[config.mk]
export PLATFORM = sky130hd
export DESIGN_NAME = oam_dma
export DESIGN_NICKNAME = d
export VERILOG_FILES = /design/src/rtl/dmg_dma_pkg.sv /design/src/rtl/oam_dma.sv
export SDC_FILE = /design/constraint.sdc
export NUM_CORES = 1
export LEC_CHECK = 0
export ABC_AREA = 1
export CAP_MARGIN = 20
export CORE_MARGIN = 2
export CORE_UTILIZATION = 44
export CTS_CLUSTER_DIAMETER = 200
export DETAILED_ROUTE_END_ITERATION = 8
export GPL_ROUTABILITY_DRIVEN = 0
export PLACE_DENSITY = 0.9
export SLEW_MARGIN = 10
export SYNTH_ARGS = -nofsm -noshare
export SYNTH_HDL_FRONTEND = slang
export SYNTH_SLANG_ARGS = --single-unit
export TNS_END_PERCENT = 20
[constraint.sdc]
create_clock -name clk -period 3.15 [get_ports clk]
set_clock_uncertainty 0.05 [all_clocks]
set_input_delay 0.4725 -clock clk [delete_from_list [all_inputs] [get_ports clk]]
set_output_delay 0.4725 -clock clk [all_outputs]
set_load 0.02 [all_outputs]
[src/rtl/dmg_dma_pkg.sv]
// Shared definitions for the OAM DMA engine: state encoding, register map and source paging.
package dmg_dma_pkg;

  typedef enum logic [1:0] {
    ST_IDLE   = 2'd0,
    ST_START  = 2'd1,
    ST_ACTIVE = 2'd2
  } dma_state_e;

  localparam logic [15:0] DMA_REG_ADR = 16'hFF46;
  localparam int unsigned DMA_LEN     = 160;
  localparam logic [15:0] IO_BASE     = 16'hFF00;

  // Sources in E0..FF alias onto C0..DF (echo RAM mapping).
  function automatic logic [7:0] src_page(input logic [7:0] s);
    return (s >= 8'hE0) ? 8'(s - 8'h20) : s;
  endfunction

endpackage

[src/rtl/oam_dma.sv]
// OAM DMA engine: copies LEN bytes from {src,00} to OAM, one byte per M-cycle,
// arbitrating the external bus between the CPU and the transfer.
module oam_dma
  import dmg_dma_pkg::*;
#(
  parameter logic [15:0] REG_ADR = DMA_REG_ADR,
  parameter int unsigned LEN     = DMA_LEN
) (
  input  logic        clk,
  input  logic        reset,
  input  logic        t4,
  input  logic [15:0] cpu_adr,
  input  logic [7:0]  cpu_dout,
  input  logic        cpu_rd,
  input  logic        cpu_wr,
  output logic [7:0]  cpu_din,
  output logic [15:0] ext_adr,
  output logic [7:0]  ext_dout,
  output logic        ext_rd,
  output logic        ext_wr,
  input  logic [7:0]  ext_din,
  output logic [7:0]  oam_adr,
  output logic [7:0]  oam_dout,
  output logic        oam_wr,
  output logic        dma_active
);

  localparam logic [7:0] IDX_LAST = 8'(LEN - 1);

  dma_state_e state, state_nxt;
  logic [7:0] idx, idx_nxt;
  logic [7:0] src;
  logic [7:0] pend_data;
  logic       pending;
  logic       reg_wr;
  logic       go;
  logic       act;

  assign reg_wr = cpu_wr && (cpu_adr == REG_ADR);
  // A register write seen on this t4, or one held since earlier in the M-cycle, starts a transfer.
  assign go     = t4 && (reg_wr || pending);
  // Reset masks the transfer immediately so nothing leaks out during the reset cycle.
  assign act    = (state == ST_ACTIVE) && !reset;

  // State and byte index registers.
  always_ff @(posedge clk) begin
    if (reset) begin
      state <= ST_IDLE;
      idx   <= 8'h00;
    end else begin
      state <= state_nxt;
      idx   <= idx_nxt;
    end
  end

  // Source register commits on t4; writes landing off t4 are held as pending until then.
  always_ff @(posedge clk) begin
    if (reset) begin
      src       <= 8'h00;
      pending   <= 1'b0;
      pend_data <= 8'h00;
    end else if (go) begin
      src     <= reg_wr ? cpu_dout : pend_data;
      pending <= 1'b0;
    end else if (reg_wr) begin
      pending   <= 1'b1;
      pend_data <= cpu_dout;
    end
  end

  // Next-state logic, advancing only at M-cycle boundaries.
  always_comb begin
    state_nxt = state;
    idx_nxt   = idx;
    if (t4) begin
      unique case (state)
        ST_IDLE: begin
          if (go) begin
            state_nxt = ST_START;
            idx_nxt   = 8'h00;
          end
        end
        ST_START: begin
          state_nxt = go ? ST_START : ST_ACTIVE;
          idx_nxt   = 8'h00;
        end
        ST_ACTIVE: begin
          if (go) begin
            state_nxt = ST_START;
            idx_nxt   = 8'h00;
          end else if (idx == IDX_LAST) begin
            state_nxt = ST_IDLE;
            idx_nxt   = 8'h00;
          end else begin
            idx_nxt = 8'(idx + 8'd1);
          end
        end
        default: begin
          state_nxt = ST_IDLE;
          idx_nxt   = 8'h00;
        end
      endcase
    end
  end

  // Bus steering: CPU pass-through normally, DMA owns the external bus while active.
  // High-range CPU accesses during a transfer share the data lines but never assert ext strobes.
  always_comb begin
    ext_adr    = cpu_adr;
    ext_dout   = cpu_dout;
    ext_rd     = cpu_rd;
    ext_wr     = cpu_wr;
    cpu_din    = ext_din;
    oam_wr     = 1'b0;
    oam_adr    = idx;
    oam_dout   = ext_din;
    dma_active = act;
    if (act) begin
      ext_adr = {src_page(src), idx};
      ext_rd  = 1'b1;
      ext_wr  = 1'b0;
      oam_wr  = t4;
      cpu_din = (cpu_adr >= IO_BASE) ? ext_din : 8'hFF;
    end
    if (cpu_adr == REG_ADR) begin
      cpu_din = src;
    end
  end

endmodule

==> results.md <==
* Status: completed
* Core Footprint at 0.003971 sq mm
* Count of different cell masters after synthesis at 28
* GR Util met1 at ~28%
* Mux contribution to synthesized area at 0%
* Yosys top cell area share at 29.98%
* CP Data Required Time at 2.63 ns
* Setup Buffers After CTS at 0
* Leading area contributor after synthesis: dfxtp_1
* Post-route ant nets at 0
* Switching portion of total power at 30.31%
* Area fraction in compound gates after synthesis at roughly a fifth
* Setup crit start: cpu_adr[15]
* Final worst setup slack at around 0.25 ns
* Post-synth EDFFs at 0
* Post-synth top cells: nand2_1, o21ai_0, inv_1
* Vias in the first global route at 1862
* Gr ovfl total at 0
* XOR/XNOR Fraction of Synth Area at 0%
* Async set-reset flop share out of synthesis at 0%
* Worst R2R Path Depth at 8
* Worst Tran Pin Value at between 0.5 and 0.6 ns
* Seq/Total Area, Yosys at 29.98%
* P_int at 571.7 uW
* Reg power frac at 42.9%
* Largest family of logic cells by synthesized area: simple AND/OR/NAND/NOR gates
* Via count at 2067
* Yosys warns at 0
* Worst Setup End Kind: primary output
* Top FF cell, synth: dfxtp_1
* Grt peak-use layer: met2
* H-tree levels at 1
* Most common cell in the synthesized netlist: nand2_1
* Max FO, Critical Path at 8
* Mapped Area at 0.001803 sq mm
* Worst path arrival time at 2.38 ns
* Kind of critical path: primary input to primary output
* Syn_nets at 327
* Top cells by area, synth: dfxtp_1, nand2_1, o21ai_0, buf_4, inv_1
* Share of cells above drive strength 1 at 5.587%
* Headroom to the max-slew limit at 60.18%
* Final Hold Fails at 0
* Hold crit path type: flip-flop to flip-flop
* Clock transition at path regs at 0.09 ns
* Total CTS buffers at 3
* R2r startpoint: oam_adr[0]
* Clock power frac at 23.9%
* Layout Cells excl Fill at 408
* Pwr Density at just over 300 mW/mm^2
* Logic pwr share at about a third
* FF+latch count, synth at 27
* MaxCap Viol Count at 0
* Hold EP: pend_data[2]
* Net Sw Power at approximately 250 uW
* Hold path start: pend_data[2]
* Fin crit share at 92.01%
* Final setup viols at 0
* Met2 Use GR at between 30% and 40%
* Initial antenna violation count at 0
* PortBufs at 88
* Residual DRC count at 0
* First-pass GRT wire length at 7941 um
* Startpoint class of the critical path: primary input
* Critical R2R Capture: oam_adr[3]
* Dpl hpwl at 4004 um
* DP Cell Count at 404
* Post-synthesis adder-cell area fraction at between 1 and 1.5%
* Post-synthesis cell count at 288
* Setup TNS at 0 ns
* Detailed-route vias per instance at 5.066
* Worst Hold Path Cells at 2
* Die W at 68.02 um
* Hold slack at around 0.46 ns
* Die ar. at about 0.0046 sq mm
* Die H at 68.02 um
* # diodes at 0
* Leakage at between 0.001 and 0.0015 uW
* Synthesized area per cell at 6.260 sq um
* DRT iter0 DRCs at approximately 150
* Max rail drop VDD at ~220 uV
* Root Driver: clkbuf_8
* Initial Utilization at between 40% and 50%
* Pre-CTS setup slack at 0.1255 ns
* CTS tree: yes
* CTS Buffer Depth at 2
* Routed len/inst at 12.44 um
* Total Nets Final at between 300 and 400
* Largest net degree at the start of global routing at 33
* Clock Sinks at 27
* I/O pins at 89
* FMAX at between 300 and 400 MHz
* Total track usage at 22.22%
* Worst reg2reg setup slack at 1.39 ns
* Total chip power at a little over 800 uW
* RSZ-0062 raised after global routing: no
* Clk Latency, worst-skew pair at 0.27 ns
* Area growth, synth to finish at 47.26%
* Minimum clock period at 2.898 ns
* DRT Wirelength at 5075 um
* Rows at 23
* Router iterations before antenna repair at 4
* Final Max Tran Viols at 0
* Met3 Use GR at 4.112%
* Simple-Gate Fraction of Synth Area at 32.76%
-- worst max-delay path by stage --
stage | to | depth (start not counted)
after global routing | cpu_din[2] | 7
final | cpu_din[6] | 7
after global placement | cpu_din[5] | 8
after detailed placement | cpu_din[2] | 8
after floorplan | cpu_din[0] | 6
after CTS | cpu_din[6] | 8
-- flip-flops by register name, summed over array words and instances, names as in the netlist --
register and flops:
oam_adr 8, pending 1, state 2, src 8
pend_data 8
-- area by class of cell --
class                           instances  area, sq um
Fill cell                             332         1316
Multi-Input combinational cell        201        963.4
Timing Repair Buffer                   93        918.4
Sequential cell                        27        540.5
Inverter                               33        123.9
Tap cell                               50        62.56
Clock buffer                            3        41.29
Clock inverter                          1        5.005
-- metrics by stage --
stage          utilization [%]  cell area [sq um]
2_1_floorplan                -               1803
3_3_place_gp             65.63               2606
3_5_place_dp             65.63               2606
4_1_cts                  66.79               2653
5_1_grt                  66.86               2655
6_report                 66.86               2655
-- metal layers --
| layer | share of wire, % | up-vias |
|---|---|---|
| met5 | 0 | - |
| met4 | 1.4 | 0 |
| met3 | 7.6 | 6 |
| met2 | 49 | 79 |
| met1 | 42 | 911 |
| li1 | - | 1071 |
-- worst max-delay path: stages --
cell	delay [ns]
clkdlybuf4s50_1	0.48
nand2_1	0.06
inv_1	0.06
nand2_2	0.06
o21ai_1	0.49
o211ai_1	0.18
clkdlybuf4s50_1	0.58
-- repair_timing --
| action | CTS | global route |
|---|---|---|
| resized for setup | 0 | 1 |
| endpoints found under the setup margin | 0 | 7 |
| hold buffers | 0 | 0 |
-- cell usage in the layout, fill, tap and decap left out, types with 3 or more instances in the layout --
cell type        netlist  final
clkdlybuf4s50_1        0     88
o211ai_1               7      7
a31oi_1                9      9
inv_1                 31     31
buf_4                 16      5
dfxtp_1               27     27
nand2_1               86     85
o21ai_0               32     32
clkbuf_8               0      3
a21oi_1               11     11
nor2_2                 3      3
nand3_1               13     13
nor2_1                22     22
nand4_1                5      5
-- power groups by stage --
| stage | combinational [uW] | clock, uW | sequential (uW) |
|---|---|---|---|
| floorplan | 142 | 0 | 362 |
| global route | 294 | 218 | 353 |
| detailed placement | 272 | 0 | 360 |
| finish | 272 | 196 | 352 |
| global placement | 267 | 0 | 360 |
| CTS | 273 | 201 | 352 |
-- cells by family after synthesis --
group / Yosys count
buf+inv: 60
simple gates: 137
fa+ha+maj: 2
flops: 27
compound gates: 62
No activity file was read; power rests on OpenSTA's default activity.
